File: src/rtl/if_port_arbiter_pkg.sv
// Shared types and config-word layout for the host port arbiter.
package if_pkg;

   localparam int unsigned PORT_WIDTH_DEF = 128;
   localparam int unsigned LEN_WIDTH_DEF  = 16;
   localparam int unsigned NUM_REQ_DEF    = 4;

   // Config word field offsets for the default length width
   localparam int unsigned LEN_LSB = 0;
   localparam int unsigned DIR_BIT = LEN_LSB + LEN_WIDTH_DEF;
   localparam int unsigned ID_LSB  = DIR_BIT + 1;

   typedef enum logic [1:0] {
      IDLE = 2'd0,
      CFG  = 2'd1,
      XFER = 2'd2,
      DONE = 2'd3
   } arb_state_e;

   // Direction bit position for an arbitrary length field width
   function automatic int unsigned dir_bit_for(input int unsigned len_width);
      return LEN_LSB + len_width;
   endfunction

endpackage

File: src/rtl/if_port_arbiter_if.sv
// Client request/data handshakes plus port-side stage signals.
interface if_port_arbiter_if
   import if_pkg::*;
#(
   parameter int unsigned PORT_WIDTH = PORT_WIDTH_DEF,
   parameter int unsigned NUM_REQ    = NUM_REQ_DEF,
   parameter int unsigned LEN_WIDTH  = LEN_WIDTH_DEF
);
   logic [NUM_REQ-1:0]            req_val;
   logic [NUM_REQ-1:0]            req_rdy;
   logic [NUM_REQ-1:0]            req_dir;
   logic [NUM_REQ*LEN_WIDTH-1:0]  req_len;
   logic [NUM_REQ-1:0]            cli_wr_val;
   logic [NUM_REQ-1:0]            cli_wr_rdy;
   logic [NUM_REQ*PORT_WIDTH-1:0] cli_wr_data;
   logic [NUM_REQ-1:0]            cli_rd_val;
   logic [NUM_REQ-1:0]            cli_rd_rdy;
   logic [PORT_WIDTH-1:0]         cli_rd_data;
   logic                          O_config_req;
   logic [PORT_WIDTH-1:0]         port_cfg_data;
   logic                          port_cfg_rdy;
   logic                          O_switch_rdwr;
   logic                          port_wr_val;
   logic                          port_wr_rdy;
   logic [PORT_WIDTH-1:0]         port_wr_data;
   logic                          port_rd_val;
   logic                          port_rd_rdy;
   logic [PORT_WIDTH-1:0]         port_rd_data;

   // Arbiter side
   modport slave (
      input  req_val, req_dir, req_len, cli_wr_val, cli_wr_data, cli_rd_rdy,
             port_cfg_rdy, port_wr_rdy, port_rd_val, port_rd_data,
      output req_rdy, cli_wr_rdy, cli_rd_val, cli_rd_data, O_config_req,
             port_cfg_data, O_switch_rdwr, port_wr_val, port_wr_data, port_rd_rdy
   );

   // Clients and port stage side
   modport master (
      output req_val, req_dir, req_len, cli_wr_val, cli_wr_data, cli_rd_rdy,
             port_cfg_rdy, port_wr_rdy, port_rd_val, port_rd_data,
      input  req_rdy, cli_wr_rdy, cli_rd_val, cli_rd_data, O_config_req,
             port_cfg_data, O_switch_rdwr, port_wr_val, port_wr_data, port_rd_rdy
   );

endinterface

File: src/rtl/if_port_arbiter_rr_arbiter.sv
// Round-robin picker: first set request at or after ptr, wrapping.
module rr_arbiter #(
   parameter int unsigned NUM_REQ = 4,
   parameter int unsigned ID_W    = $clog2(NUM_REQ)
) (
   input  logic [NUM_REQ-1:0] req,
   input  logic [ID_W-1:0]    ptr,
   output logic [NUM_REQ-1:0] gnt,
   output logic [ID_W-1:0]    idx,
   output logic               found
);

   logic [ID_W-1:0] pos;

   // Scan from ptr upward; the first hit wins
   always_comb begin
      gnt   = '0;
      idx   = '0;
      found = 1'b0;
      pos   = '0;
      for (int unsigned i = 0; i < NUM_REQ; i++) begin
         pos = ID_W'((32'(ptr) + i) % NUM_REQ);
         if (!found && req[pos]) begin
            found    = 1'b1;
            gnt[pos] = 1'b1;
            idx      = pos;
         end
      end
   end

endmodule

File: src/rtl/if_port_arbiter.sv
// Shares the bidirectional host port among NUM_REQ clients, one transfer at a time.
module if_port_arbiter
   import if_pkg::*;
#(
   parameter int unsigned PORT_WIDTH = PORT_WIDTH_DEF,
   parameter int unsigned NUM_REQ    = NUM_REQ_DEF,
   parameter int unsigned LEN_WIDTH  = LEN_WIDTH_DEF,
   parameter int unsigned ID_W       = $clog2(NUM_REQ)
) (
   input  logic                 clk,
   input  logic                 rst_n,
   if_port_arbiter_if.slave     bus,
   output logic                 busy,
   output logic [ID_W-1:0]      grant_id
);

   localparam int unsigned DIR_POS = dir_bit_for(LEN_WIDTH);
   localparam int unsigned ID_POS  = DIR_POS + 1;

   arb_state_e             state_q, state_d;
   logic [ID_W-1:0]        rr_ptr_q;
   logic [LEN_WIDTH-1:0]   cnt_q;
   logic [LEN_WIDTH-1:0]   len_q;
   logic [ID_W-1:0]        id_q;
   logic                   dir_q;
   logic [NUM_REQ-1:0]     req_rdy_q;
   logic                   word_done;

   logic [NUM_REQ-1:0]     arb_gnt;
   logic [ID_W-1:0]        arb_idx;
   logic                   arb_found;
   logic [ID_W-1:0]        rr_ptr_nxt;

   rr_arbiter #(
      .NUM_REQ (NUM_REQ),
      .ID_W    (ID_W)
   ) u_rr_arbiter (
      .req   (bus.req_val),
      .ptr   (rr_ptr_q),
      .gnt   (arb_gnt),
      .idx   (arb_idx),
      .found (arb_found)
   );

   assign rr_ptr_nxt  = (arb_idx == ID_W'(NUM_REQ - 1)) ? '0 : arb_idx + ID_W'(1);
   assign bus.req_rdy = req_rdy_q;
   assign busy        = (state_q != IDLE);
   assign grant_id    = id_q;

   // State, grant latch and word counter
   always_ff @(posedge clk) begin
      if (!rst_n) begin
         state_q   <= IDLE;
         rr_ptr_q  <= '0;
         cnt_q     <= '0;
         len_q     <= '0;
         id_q      <= '0;
         dir_q     <= 1'b0;
         req_rdy_q <= '0;
      end else begin
         state_q   <= state_d;
         req_rdy_q <= '0;
         case (state_q)
            IDLE: begin
               if (arb_found) begin
                  id_q      <= arb_idx;
                  dir_q     <= bus.req_dir[arb_idx];
                  len_q     <= bus.req_len[32'(arb_idx)*LEN_WIDTH +: LEN_WIDTH];
                  req_rdy_q <= arb_gnt;
                  rr_ptr_q  <= rr_ptr_nxt;
               end
            end
            CFG:     cnt_q <= '0;
            XFER:    if (word_done) cnt_q <= cnt_q + LEN_WIDTH'(1);
            default: ;
         endcase
      end
   end

   // Next state and port/client steering on the latched grant
   always_comb begin
      state_d           = state_q;
      word_done         = 1'b0;
      bus.O_config_req  = 1'b0;
      bus.port_cfg_data = '0;
      bus.O_switch_rdwr = 1'b0;
      bus.port_wr_val   = 1'b0;
      bus.port_wr_data  = '0;
      bus.port_rd_rdy   = 1'b0;
      bus.cli_wr_rdy    = '0;
      bus.cli_rd_val    = '0;
      bus.cli_rd_data   = '0;
      case (state_q)
         IDLE: begin
            if (arb_found) state_d = CFG;
         end
         CFG: begin
            bus.O_config_req                        = 1'b1;
            bus.port_cfg_data[LEN_LSB +: LEN_WIDTH] = len_q;
            bus.port_cfg_data[DIR_POS]              = dir_q;
            bus.port_cfg_data[ID_POS +: ID_W]       = id_q;
            if (bus.port_cfg_rdy) state_d = XFER;
         end
         XFER: begin
            if (dir_q) begin
               bus.O_switch_rdwr    = 1'b1;
               bus.port_wr_val      = bus.cli_wr_val[id_q];
               bus.cli_wr_rdy[id_q] = bus.port_wr_rdy;
               bus.port_wr_data     = bus.cli_wr_data[32'(id_q)*PORT_WIDTH +: PORT_WIDTH];
               word_done            = bus.cli_wr_val[id_q] & bus.port_wr_rdy;
            end else begin
               bus.cli_rd_val[id_q] = bus.port_rd_val;
               bus.port_rd_rdy      = bus.cli_rd_rdy[id_q];
               bus.cli_rd_data      = bus.port_rd_data;
               word_done            = bus.port_rd_val & bus.cli_rd_rdy[id_q];
            end
            if (word_done && (cnt_q == len_q)) state_d = DONE;
         end
         DONE:    state_d = IDLE;
         default: state_d = IDLE;
      endcase
   end

endmodule

File: src/flat_wrapper.sv
// flat-port wrapper written by rule: the top's interface ports become plain ports
module if_port_arbiter_flat import if_pkg::*;
#(
   parameter int unsigned PORT_WIDTH = PORT_WIDTH_DEF,
   parameter int unsigned NUM_REQ    = NUM_REQ_DEF,
   parameter int unsigned LEN_WIDTH  = LEN_WIDTH_DEF,
   parameter int unsigned ID_W       = $clog2(NUM_REQ)
)
  (clk, rst_n, busy, grant_id, bus_req_val, bus_req_dir, bus_req_len, bus_cli_wr_val, bus_cli_wr_data, bus_cli_rd_rdy, bus_port_cfg_rdy, bus_port_wr_rdy, bus_port_rd_val, bus_port_rd_data, bus_req_rdy, bus_cli_wr_rdy, bus_cli_rd_val, bus_cli_rd_data, bus_O_config_req, bus_port_cfg_data, bus_O_switch_rdwr, bus_port_wr_val, bus_port_wr_data, bus_port_rd_rdy);
  if_port_arbiter_if #(.PORT_WIDTH(PORT_WIDTH), .NUM_REQ(NUM_REQ), .LEN_WIDTH(LEN_WIDTH)) bus_i ();
  input  logic clk;
  input  logic rst_n;
  output logic busy;
  output logic [ID_W-1:0] grant_id;
  input wire logic [$bits(bus_i.req_val)-1:0] bus_req_val;
  input wire logic [$bits(bus_i.req_dir)-1:0] bus_req_dir;
  input wire logic [$bits(bus_i.req_len)-1:0] bus_req_len;
  input wire logic [$bits(bus_i.cli_wr_val)-1:0] bus_cli_wr_val;
  input wire logic [$bits(bus_i.cli_wr_data)-1:0] bus_cli_wr_data;
  input wire logic [$bits(bus_i.cli_rd_rdy)-1:0] bus_cli_rd_rdy;
  input wire logic [$bits(bus_i.port_cfg_rdy)-1:0] bus_port_cfg_rdy;
  input wire logic [$bits(bus_i.port_wr_rdy)-1:0] bus_port_wr_rdy;
  input wire logic [$bits(bus_i.port_rd_val)-1:0] bus_port_rd_val;
  input wire logic [$bits(bus_i.port_rd_data)-1:0] bus_port_rd_data;
  output wire logic [$bits(bus_i.req_rdy)-1:0] bus_req_rdy;
  output wire logic [$bits(bus_i.cli_wr_rdy)-1:0] bus_cli_wr_rdy;
  output wire logic [$bits(bus_i.cli_rd_val)-1:0] bus_cli_rd_val;
  output wire logic [$bits(bus_i.cli_rd_data)-1:0] bus_cli_rd_data;
  output wire logic [$bits(bus_i.O_config_req)-1:0] bus_O_config_req;
  output wire logic [$bits(bus_i.port_cfg_data)-1:0] bus_port_cfg_data;
  output wire logic [$bits(bus_i.O_switch_rdwr)-1:0] bus_O_switch_rdwr;
  output wire logic [$bits(bus_i.port_wr_val)-1:0] bus_port_wr_val;
  output wire logic [$bits(bus_i.port_wr_data)-1:0] bus_port_wr_data;
  output wire logic [$bits(bus_i.port_rd_rdy)-1:0] bus_port_rd_rdy;
  assign bus_i.req_val = bus_req_val;
  assign bus_i.req_dir = bus_req_dir;
  assign bus_i.req_len = bus_req_len;
  assign bus_i.cli_wr_val = bus_cli_wr_val;
  assign bus_i.cli_wr_data = bus_cli_wr_data;
  assign bus_i.cli_rd_rdy = bus_cli_rd_rdy;
  assign bus_i.port_cfg_rdy = bus_port_cfg_rdy;
  assign bus_i.port_wr_rdy = bus_port_wr_rdy;
  assign bus_i.port_rd_val = bus_port_rd_val;
  assign bus_i.port_rd_data = bus_port_rd_data;
  assign bus_req_rdy = bus_i.req_rdy;
  assign bus_cli_wr_rdy = bus_i.cli_wr_rdy;
  assign bus_cli_rd_val = bus_i.cli_rd_val;
  assign bus_cli_rd_data = bus_i.cli_rd_data;
  assign bus_O_config_req = bus_i.O_config_req;
  assign bus_port_cfg_data = bus_i.port_cfg_data;
  assign bus_O_switch_rdwr = bus_i.O_switch_rdwr;
  assign bus_port_wr_val = bus_i.port_wr_val;
  assign bus_port_wr_data = bus_i.port_wr_data;
  assign bus_port_rd_rdy = bus_i.port_rd_rdy;
  if_port_arbiter #(.PORT_WIDTH(PORT_WIDTH), .NUM_REQ(NUM_REQ), .LEN_WIDTH(LEN_WIDTH), .ID_W(ID_W)) u_core (.clk(clk), .rst_n(rst_n), .bus(bus_i), .busy(busy), .grant_id(grant_id));
endmodule
File: config.mk
export PLATFORM = sky130hd
export DESIGN_NAME = if_port_arbiter_flat
export DESIGN_NICKNAME = d
export VERILOG_FILES = /design/src/rtl/if_port_arbiter_pkg.sv /design/src/rtl/if_port_arbiter_if.sv /design/src/rtl/if_port_arbiter_rr_arbiter.sv /design/src/rtl/if_port_arbiter.sv /design/src/flat_wrapper.sv
export SDC_FILE = /design/constraint.sdc
export NUM_CORES = 1
export LEC_CHECK = 0
export CAP_MARGIN = 30
export CELL_PAD_IN_SITES_DETAIL_PLACEMENT = 0
export CELL_PAD_IN_SITES_GLOBAL_PLACEMENT = 1
export CORE_AREA = 2 2 444 446
export CTS_CLUSTER_SIZE = 16
export DETAILED_ROUTE_END_ITERATION = 16
export DIE_AREA = 0 0 446 448
export GPL_TIMING_DRIVEN = 1
export PLACE_DENSITY = 0.42
export SYNTH_ARGS = -nofsm -noshare
export SYNTH_HDL_FRONTEND = slang
export SYNTH_SLANG_ARGS = --single-unit
File: constraint.sdc
create_clock -name clk -period 2.85 [get_ports clk]
set_clock_uncertainty 0.1 [all_clocks]
set_input_delay 0.285 -clock clk [delete_from_list [all_inputs] [get_ports clk]]
set_output_delay 0.285 -clock clk [all_outputs]
set_load 0.02 [all_outputs]
# After elaboration in Yosys (flattened, before gate mapping)
# Cells that the tools add are included.
word_totals:
  out_inout_bits: 403
  register_bits: 43
  input_bits: 725
op_classes:
  addsub: 5
  n_mux: 62
  n_eq_ne: 9
  order_cmp: 11
  n_bitwise: 7
  n_shift: 2
  reduce_logical: 19
op_table:
  columns: ["op", "count"]
  rows:
  - ["two-way mux 128 bit", 4]
  - ["indexed part select 512 x 10 -> 128 bit", 1]
  - ["indexed part select 64 x 7 -> 16 bit", 1]
  - ["two-way mux 4 bit", 8]
  - ["one-hot mux 16 bit (2 select lines)", 1]
  - ["two-way mux 1 bit", 26]
  - ["two-way mux 19 bit", 1]
  - ["< comparator 2 x 3 -> 1 bit (second input constant)", 6]
  - ["adder 16 x 1 -> 16 bit (second input constant)", 1]
  - ["equality test 16 bit", 1]
  - ["two-way mux 16 bit", 1]
  - ["two-way mux 2 bit", 8]
  - ["binary-select mux 1 bit (select 2 bit)", 7]
  - ["bitwise OR 4 bit", 3]
  - ["demux 1 bit (select 2 bit)", 5]
  - ["greater-or-equal comparator 2 x 1 -> 1 bit (second input constant)", 5]
  - ["logical AND 1 bit", 9]
  - ["AND 4 bit", 2]
  - ["one-hot mux 2 bit (4 select lines)", 1]
  - ["equality test 2 bit (second input constant)", 3]
  - ["inequality test 2 x 1 -> 1 bit (second input constant)", 3]
  - ["AND reduction 3 bit", 2]
  - ["adder 2 x 1 -> 2 bit (second input constant)", 2]
  - ["adder 2 bit (second input constant)", 2]
  - ["7 further kinds", 12]

# Logic depth before layout (Yosys ltp)
# Gate-level depths: netlist (run 1).
depth:
  word_depth: 14
  depth_mapped: 14

# Modules after synthesis
# A second synthesis (run 1) with hierarchy kept.
hier_totals:
  cells_unflattened: 913
  hier_area_um2: 8663.3
by_module_without_submodules:
  columns: ["mod", "area_each_um2", "cells_each", "n_inst"]
  rows:
  - ["if_port_arbiter", 8244.2, 868, 1]
  - ["rr_arbiter", 419.2, 45, 1]

# Worst setup path after synthesis (run 1)
# Ideal clock, no wire load.
synth_timing:
  kind: "register -> register"
  startpoint: "register u_core.rr_ptr_q[0]"
  endpoint: "register u_core.len_q[10]"
  setup_ns: 0.117
  stages_incl_launch_ff: 14
  synth_period_minus_slack_ns: 3.015
  arrival_ns: 2.797
  slack_ns: -0.165
  path_cell_list: "dfxtp_1 buf_6 inv_1 ha_1 clkbuf_1 mux4_2 nor2b_4 buf_6 or2_1 buf_6 a21oi_4 buf_6 or3_1 a32o_1"
synth_between:
  elab_chain_len: 13
synth_lines:
  columns: ["item", "line", "source"]
  rows:
  - ["from (decl)", "if_port_arbiter.sv:21", "logic [ID_W-1:0] rr_ptr_q;"]
  - ["from (signal assigned)", "if_port_arbiter.sv:70", "rr_ptr_q <= rr_ptr_nxt;"]
  - ["parallel branches: the longest is 13 deep, another holds adder 2 x 1 -> 2 bit", null, null]
  - ["to (signal assigned)", "if_port_arbiter.sv:68", "len_q <= bus.req_len[32'(arb_idx)*LEN_WIDTH +: LEN_WIDTH];"]
  - ["to (decl)", "if_port_arbiter.sv:23", "logic [LEN_WIDTH-1:0] len_q;"]
# Parallel ways; which one is timed is not known. The select of a mux whose other input is x is not followed.
# A chain may end at the register's enable or synchronous reset.

# Final worst setup path (run 1)
layout_timing:
  startpoint: "register u_core.id_q[0] (netlist: u_core.grant_id[0])"
  endpoint: "output port bus_port_wr_data[64]"
layout_between:
  elab_chain_len: 3
layout_lines:
  columns: ["item", "line", "source"]
  rows:
  - ["from (decl)", "if_port_arbiter.sv:24", "logic [ID_W-1:0] id_q;"]
  - ["from (signal assigned)", "if_port_arbiter.sv:66", "id_q <= arb_idx;"]
  - ["indexed part select 512 x 10 -> 128 bit", "if_port_arbiter.sv:109", "bus.port_wr_data = bus.cli_wr_data[32'(id_q)*PORT_WIDTH +: PORT_WIDTH];"]
  - ["two-way mux 128 bit", "if_port_arbiter.sv:105", "if (dir_q) begin"]
  - ["two-way mux 128 bit", "if_port_arbiter.sv:93", "case (state_q)"]
  - ["to (decl)", "flat_wrapper.sv:33", "output wire logic [$bits(bus_i.port_wr_data)-1:0] bus_port_wr_data;"]
# Every way passes these cells.

==> impl_results.md, run 1 <==
- Period Utilization, post-route: 97.6%
- Vias in the first global route: about 13000
- EDFF count, synth: 0
- Gr ovfl total: 0
- Setup WS post-layout: about 68 ps
- Crit path max fanout: 22
- Max-cap violation count: 0
- Reg2reg end: u_core.rr_ptr_q[0]$_SDFFE_PN0P_
- Clock buffer depth: 2
- Initial Utilization: approximately 4.6%
- Share of cells above drive strength 1: between 20 and 25%
- CP startpoint kind: register
- Post-route cell area: between 20000 and 25000 sq um
- DRC violations left: 0
- Final setup fails: 0
- I/O Pins: around 1100
- Chip height: between 400 and 500 microns
- Int Pwr: between 0.006 and 0.007 W
- Antenna Nets Post-Route: 0
- # fillers: about 22000
- Max IR drop VDD: about 0.37 mV
- Clock root buffer: clkbuf_16
- Slew HR: 44.4%
- RR Startpoint: u_core.rr_ptr_q[0]$_SDFFE_PN0P_
- Initial antenna violation count: approximately 160
- Net Sw Frac: 48.3%
- Critical path class: register to output port
- Detailed Place HPWL: 131000 microns
- GPL Wtd Cong: between 0.9 and 1
- CP Capture Type: output port
- Die ar.: about 200000 sq um
- Cts hold-fix bufs: 0
- Synth Flop Type: dfxtp_1
- Clock power share: 5.2%
- Overall power: 0.0122 W
- Clk Latency, worst-skew pair: 310 ps
- Vias: about 13000
- Worst min path class: register to register
- Die W: roughly 450 microns
- Hold depth: 2
- Logic pwr share: a little under nine tenths
- Pwr Density: just over 500 nW/um^2
- DP Area: ~23000 sq um
- R2r setup slk: around 130 ps
- Final critical-path required period: roughly 2800 ps
- Synth Cell Area: roughly 8900 sq um
- FF+latch count, synth: 43
- Core ar.: 195000 sq um
- Outcome: finished clean
- GRT met3 Usage: under 10%
- Clk sinks: 43
- Routed vias/inst: between 2 and 3
- Slew Viols, Final: 0
- Htree depth: 2
- Syn_area_per_cell: around 9.0 sq um
- Area grow syn2layout: 168%
- Critical Path RT: between 2000 and 2500 ps
- Global routing's busiest layer: met2
- Worst hold path endpoint: u_core.cnt_q[5]$_SDFFE_PN0P_
- Pin count of the biggest net entering global routing: 65
- RSZ-0062 raised after global routing: false
- CTS tree: done
- Wire per inst: just over 30 microns
- Total Routing Usage GR: between 10% and 20%
- Seq pwr share: 9.0%
- Asr flop ratio synth: 0%
- Sequential fraction of the synthesis area: between 9 and 10%
- Worst reg2reg path depth: 9
- Worst-path clk slew: ~70 ps
- Crit path arrival time: between 2000 and 2500 ps
- Hold path startpoint: u_core.cnt_q[5]$_SDFFE_PN0P_
- Syn Inst Count: 990
- Fin nets: around 2800
- DP Worst Slack: -384 ps
- Met1 Use GR: around 15%
- First-pass GRT wire length: approximately 170000 microns
- PortBufs: around 1000
- Worst Max-Slew Pin Slew: around 830 ps
- Global routing usage on met2: between 20% and 30%
- Synth unique cells: 53
- Setup_tns: 0 ps
- Pre-Repair DR Iteration Count: 5
- Initial DRC count: 795
- Final hold vios: 0
- Sw Pwr: approximately 0.006 W
- Number of CTS-inserted buffers: 5
- Final WL: 141000 microns
- Row cnt: 162
- Fmax: 359 MHz
- Synth warn: 0
- P_leak: 8.61 nW
[how the worst max path moves through the flow]
stage	startpoint	endpoint	slack [ps]	cells past startpoint
after floorplan	u_core.rr_ptr_q[0]$_SDFFE_PN0P_	u_core.len_q[10]$_SDFFE_PN0P_	30	13
after global placement	bus_req_val[0]	u_core.len_q[15]$_SDFFE_PN0P_	-320	8
after detailed placement	bus_req_val[0]	u_core.len_q[15]$_SDFFE_PN0P_	-380	8
after CTS	u_core.grant_id[0]$_SDFFE_PN0P_	bus_port_wr_data[45]	1	5
after global routing	u_core.grant_id[0]$_SDFFE_PN0P_	bus_port_wr_data[68]	1	5
final	u_core.grant_id[0]$_SDFFE_PN0P_	bus_port_wr_data[64]	70	5
[cells by family after synthesis]
family          share of synthesized area, %
fa+ha+maj                               1.26
mux                                     34.3
simple gates                            29.7
buf+inv                                 14.0
compound gates                          8.61
flops                                   9.66
xor+xnor                                2.46
other cells                           0.0421
[layer usage]
metal,share of wire (%),vias to the layer above
met5,0.17,-
li1,-,5486
met4,3.2,36
met3,7.5,267
met1,36,6187
met2,53,762
[layout make-up]
type | count | area, sq um | area share [%]
diodes | 24 | 60.1 | 0.252
clock buffers | 6 | 129 | 0.540
clock inverters | 2 | 11.3 | 0.0472
inverters | 10 | 37.5 | 0.157
multi-input cells | 847 | 7270 | 30.5
flip-flops and latches | 43 | 873 | 3.66
well taps | 2542 | 3180 | 13.3
repair buffers | 1114 | 12300 | 51.5
[synthesized netlist by cell type (4+ instances only)]
| master | count | area [sq um] |
|---|---|---|
| a31oi_1 | 16 | 100 |
| a22oi_1 | 5 | 37.5 |
| nor3_1 | 14 | 70.1 |
| ha_1 | 9 | 113 |
| dfxtp_1 | 43 | 861 |
| nor4_1 | 6 | 37.5 |
| mux4_2 | 133 | 3000 |
| nand2_1 | 25 | 93.8 |
| nand2b_1 | 5 | 31.3 |
| buf_1 | 12 | 45.0 |
| nand4_1 | 6 | 37.5 |
| o21ai_0 | 9 | 45.0 |
| xnor2_1 | 4 | 35.0 |
| nor2b_1 | 6 | 37.5 |
| xor2_1 | 21 | 184 |
| nor2_1 | 56 | 210 |
| a21o_1 | 5 | 37.5 |
| buf_2 | 8 | 40.0 |
| nand3_1 | 41 | 205 |
| or3_1 | 16 | 100 |
| mux2i_1 | 5 | 50.1 |
| and2_1 | 277 | 1730 |
| buf_4 | 110 | 826 |
| a32o_1 | 16 | 160 |
| a21oi_1 | 15 | 75.1 |
| inv_1 | 10 | 37.5 |
| a221oi_1 | 20 | 175 |
| buf_6 | 5 | 56.3 |
| clkbuf_1 | 64 | 240 |
[layout by cell type, fill, tap and decap left out, types with 15 or more instances in the layout]
master | netlist | final
nand2_1 | 25 | 24
buf_12 | 0 | 133
a32o_1 | 16 | 16
dfxtp_1 | 43 | 39
a21oi_1 | 15 | 15
dlymetal6s2s_1 | 0 | 17
conb_1 | 1 | 109
clkdlybuf4s50_1 | 0 | 808
mux4_2 | 133 | 133
nand3_1 | 41 | 41
and2_1 | 277 | 277
xor2_1 | 21 | 21
buf_4 | 110 | 109
a221oi_1 | 20 | 20
nor2_1 | 56 | 56
a31oi_1 | 16 | 16
or3_1 | 16 | 16
dlygate4sd2_1 | 0 | 39
diode_2 | 0 | 24
[power groups by stage]
| stage | clock [W] | combinational, W | sequential [W] |
|---|---|---|---|
| floorplan | 0 | 0.00504 | 0.000936 |
| global placement | 0 | 0.0104 | 0.00118 |
| detailed placement | 0 | 0.0104 | 0.00118 |
| CTS | 0.000655 | 0.0107 | 0.00115 |
| global route | 0.000663 | 0.0112 | 0.00115 |
| finish | 0.000634 | 0.0105 | 0.00110 |
[registers in the layout, summed over array words and instances (netlist names)]
register and count:
u_core.cnt_q 16, u_core.len_q 16, u_core.bus.req_rdy 4, u_core.grant_id 2, u_core.rr_ptr_q 2, u_core.state_q 2
u_core.dir_q 1
[critical path: stages (launching register included)]
cell	delay [ps]
dfxtp_4	440
buf_12	170
buf_16	220
mux4_2	510
and2_1	170
clkdlybuf4s50_1	530
[stage by stage]
step                hold WS, ps  util, %  cells
floorplan                   323        -   1098
global placement            411     12.1   4545
detailed placement          418     12.1   4545
CTS                         434     12.2   4563
global route                474     12.2   4572
finish                      431     12.3   4588
[repair_timing]
item,in CTS,in global routing
cloned,2,1
endpoints found under the setup margin,127,67
resized for setup,48,22
pin swaps,1,0
setup buffers,8,0
Note: power is estimated with default switching activity, not from simulation.
==> run 2, diff against run 1 <==
- CORE_AREA: 2 2 444 446 -> 2 2 443 445
- DIE_AREA: 0 0 446 448 -> 0 0 445 447
- PLACE_DENSITY: 0.42 -> 0.41
- clock period: 2.85 -> 3.3 ns (I/O delays scaled with it)
==> run 2 against run 1 <==
Net effect: clock power decreased by 16%; sequential power decreased by 8%; die area decreased by 0.45%; final cell count decreased by 0.52%; highest routed layer unchanged; count of clock-buffer cells in the layout unchanged; critical path depth increased by 1; worst hold slack improved by 18 ps; non-clock buffer count decreased by 30; sequential share of layout area increased by 0.21 points; global-route usage decreased by 0.34 points; final area decreased by 5.9%; critical endpoint is now bus_port_wr_data[47].
==> impl_results.md, run 2 (synthesis gave the netlist of run 1 again) <==
- Setup Fix Bufs, Post-CTS: 0 (was 8)
- Wire per inst: 30.0 microns (was 30.8 microns)
- Fmax: roughly 330 MHz
- RR Startpoint: u_core.grant_id[0]$_SDFFE_PN0P_ (was u_core.rr_ptr_q[0]$_SDFFE_PN0P_)
- Final critical-path required period: between 3000 and 4000 ps
- Max IR drop VDD: 0.207 mV (was 0.373 mV)
- Period Utilization, post-route: 93.0%
- R2r setup slk: 460 ps (was 130 ps)
- First-pass GRT wire length: 163000 microns (was 166000 microns)
- Commonest cells after routing, fill and taps aside: clkdlybuf4s50_1 (968), and2_1 (277), mux4_2 (133), conb_1 (109), buf_4 (89) (was clkdlybuf4s50_1 (808), and2_1 (277), mux4_2 (133), buf_12 (133))
- Final WL: 137000 microns (was 141000 microns)
- Crit path arrival time: 2640 ps (was 2400 ps)
- Htree depth: 2 (unchanged)
- Post-Place Cells: 4525 (was 4545)
- Fin util: 11.6% (was 12.3%)
- Gr ovfl total: 0 (unchanged)
- Share of cells above drive strength 1: 13.7% (was 20.4%)
- Pwr Density: 433 nW/um^2 (was 512 nW/um^2)
- Pin count of the biggest net entering global routing: 76 (was 65)
- Global routing's busiest layer: met2 (unchanged)
- Core ar.: 194000 sq um (was 195000 sq um)
- DP Area: 22200 sq um (was 23500 sq um)
- Reg area: 868 sq um (was 873 sq um)
- Outcome: finished clean (unchanged)
- Chip height: 447 microns (was 448 microns)
- Global routing usage on met2: 24.7% (was 25.2%)
- Max-cap violation count: 0 (unchanged)
- Critical path class: register to output port (unchanged)
- Multi-input logic area: 7240 sq um (was 7270 sq um)
- P_leak: 7.42 nW (was 8.61 nW)
- Slew Viols, Final: 0 (unchanged)
- CP Capture Type: output port (unchanged)
- # fillers: 22400 (was 22200)
- Worst-path clk slew: 70 ps (about the same)
- Worst min path class: register to register (unchanged)
- DRC violations left: 0 (unchanged)
- Finished Layout Cells: 4564 (was 4588)
- Vias: 12700 (about the same)
- Pre-Repair DR Iteration Count: 5 (unchanged)
- Clk Latency, worst-skew pair: 300 ps (was 310 ps)
- Initial antenna violation count: 172 (was 159)
- Routed vias/inst: 2.79 (was 2.78)
- Row cnt: 162 (unchanged)
- CTS tree: done (unchanged)
- Post-route cell area: 22400 sq um (was 23900 sq um)
- Clk sinks: 43 (unchanged)
- Crit path max fanout: 14 (was 22)
- Hold path startpoint: u_core.cnt_q[15]$_SDFFE_PN0P_ (was u_core.cnt_q[5]$_SDFFE_PN0P_)
- Commonest non-fill, non-tap cell in the layout: clkdlybuf4s50_1 (unchanged)
- PortBufs: 1018 (unchanged)
- Clock buffer depth: 2 (unchanged)
- CP startpoint kind: register (unchanged)
- Final hold vios: 0 (unchanged)
- RSZ-0062 raised after global routing: false (unchanged)
- Antenna Nets Post-Route: 0 (unchanged)
- Initial DRC count: 549 (was 795)
- Initial Utilization: 4.59% (was 4.58%)
- Vias in the first global route: 12400 (was 12500)
- Final setup fails: 0 (unchanged)
- I/O Pins: 1128 (unchanged)
- Fin nets: 2724 (was 2755)
- Die ar.: 199000 sq um (was 200000 sq um)
- Area grow syn2layout: 152% (was 168%)
- GRT met3 Usage: 4.83% (was 3.54%)
- Setup_tns: 0 ps (unchanged)
- Critical Path Source: u_core.grant_id[0]$_SDFFE_PN0P_ (unchanged)
- Clock root buffer: clkbuf_16 (unchanged)
- PostCTS Resize Cnt: 0 (was 48)
- Number of CTS-inserted buffers: 5 (unchanged)
- Die W: 445 microns (was 446 microns)
- Worst Max-Slew Pin Slew: 707 ps (was 834 ps)
- Slew HR: 52.5% (was 44.4%)
- Total Routing Usage GR: 13.0% (was 13.3%)
- Cts hold-fix bufs: 0 (unchanged)
- Met1 Use GR: 13.0% (was 14.6%)
- Detailed Place HPWL: 127000 microns (was 131000 microns)
- GPL Wtd Cong: 0.901 (was 0.921)
- Critical Path RT: 2870 ps (was 2470 ps)
[run 2: cell types whose count changed in the layout (fill, tap and decap cells not counted), sizes merged, moves of 7 or more]
cell | previous run | this run
diode | 24 | 31
dlygate4sd2 | 39 | 0
buf | 248 | 116
dlymetal6s2s | 17 | 0
clkdlybuf4s50 | 808 | 968
[run 2: stage by stage]
stage | power [W] | worst slack [ps] | hold WS (ps)
3_5_place_dp | 0.00946 | 163 | 421
6_report | 0.00971 | 231 | 449
5_1_grt | 0.0104 | 52.1 | 483
3_3_place_gp | 0.00949 | 204 | 425
2_1_floorplan | 0.00515 | 285 | 368
4_1_cts | 0.0100 | 130 | 450
[run 2: area by class of cell]
class / instances / share of cell area, %
tap: 2542 / 14.2
timing repair buffer: 1084 / 48.6
inverter: 10 / 0.167
multi-input combinational: 846 / 32.3
clock inverter: 2 / 0.0557
clock buffer: 6 / 0.574
sequential: 43 / 3.87
antenna: 31 / 0.346
[run 2: worst max-delay path, cell delays in order (launching register included)]
cell and delay [ps]:
dfxtp_4 460, buf_12 220, buf_12 200, buf_4 180, mux4_2 490, and2_1 160, clkdlybuf4s50_1 580
[run 2: power by group]
| group | internal (W) | switching [W] |
|---|---|---|
| Combinational | 0.00398 | 0.00418 |
| Clock | 0.000281 | 0.000252 |
| Sequential | 0.000676 | 0.000336 |
[run 2: final timing paths]
check,endpoint,cells after the start
max,bus_port_wr_data[47],6
min,u_core.cnt_q[15]$_SDFFE_PN0P_,2
max reg2reg,u_core.cnt_q[9]$_SDFFE_PN0P_,7
min reg2reg,u_core.cnt_q[15]$_SDFFE_PN0P_,2
[run 2: metal layers]
layer  vias up  part of all wire [%]
li1       5428                     -
met1      6194                    34
met2       724                    54
met3       284                   9.0
met4        84                   3.4
met5         -                  0.40
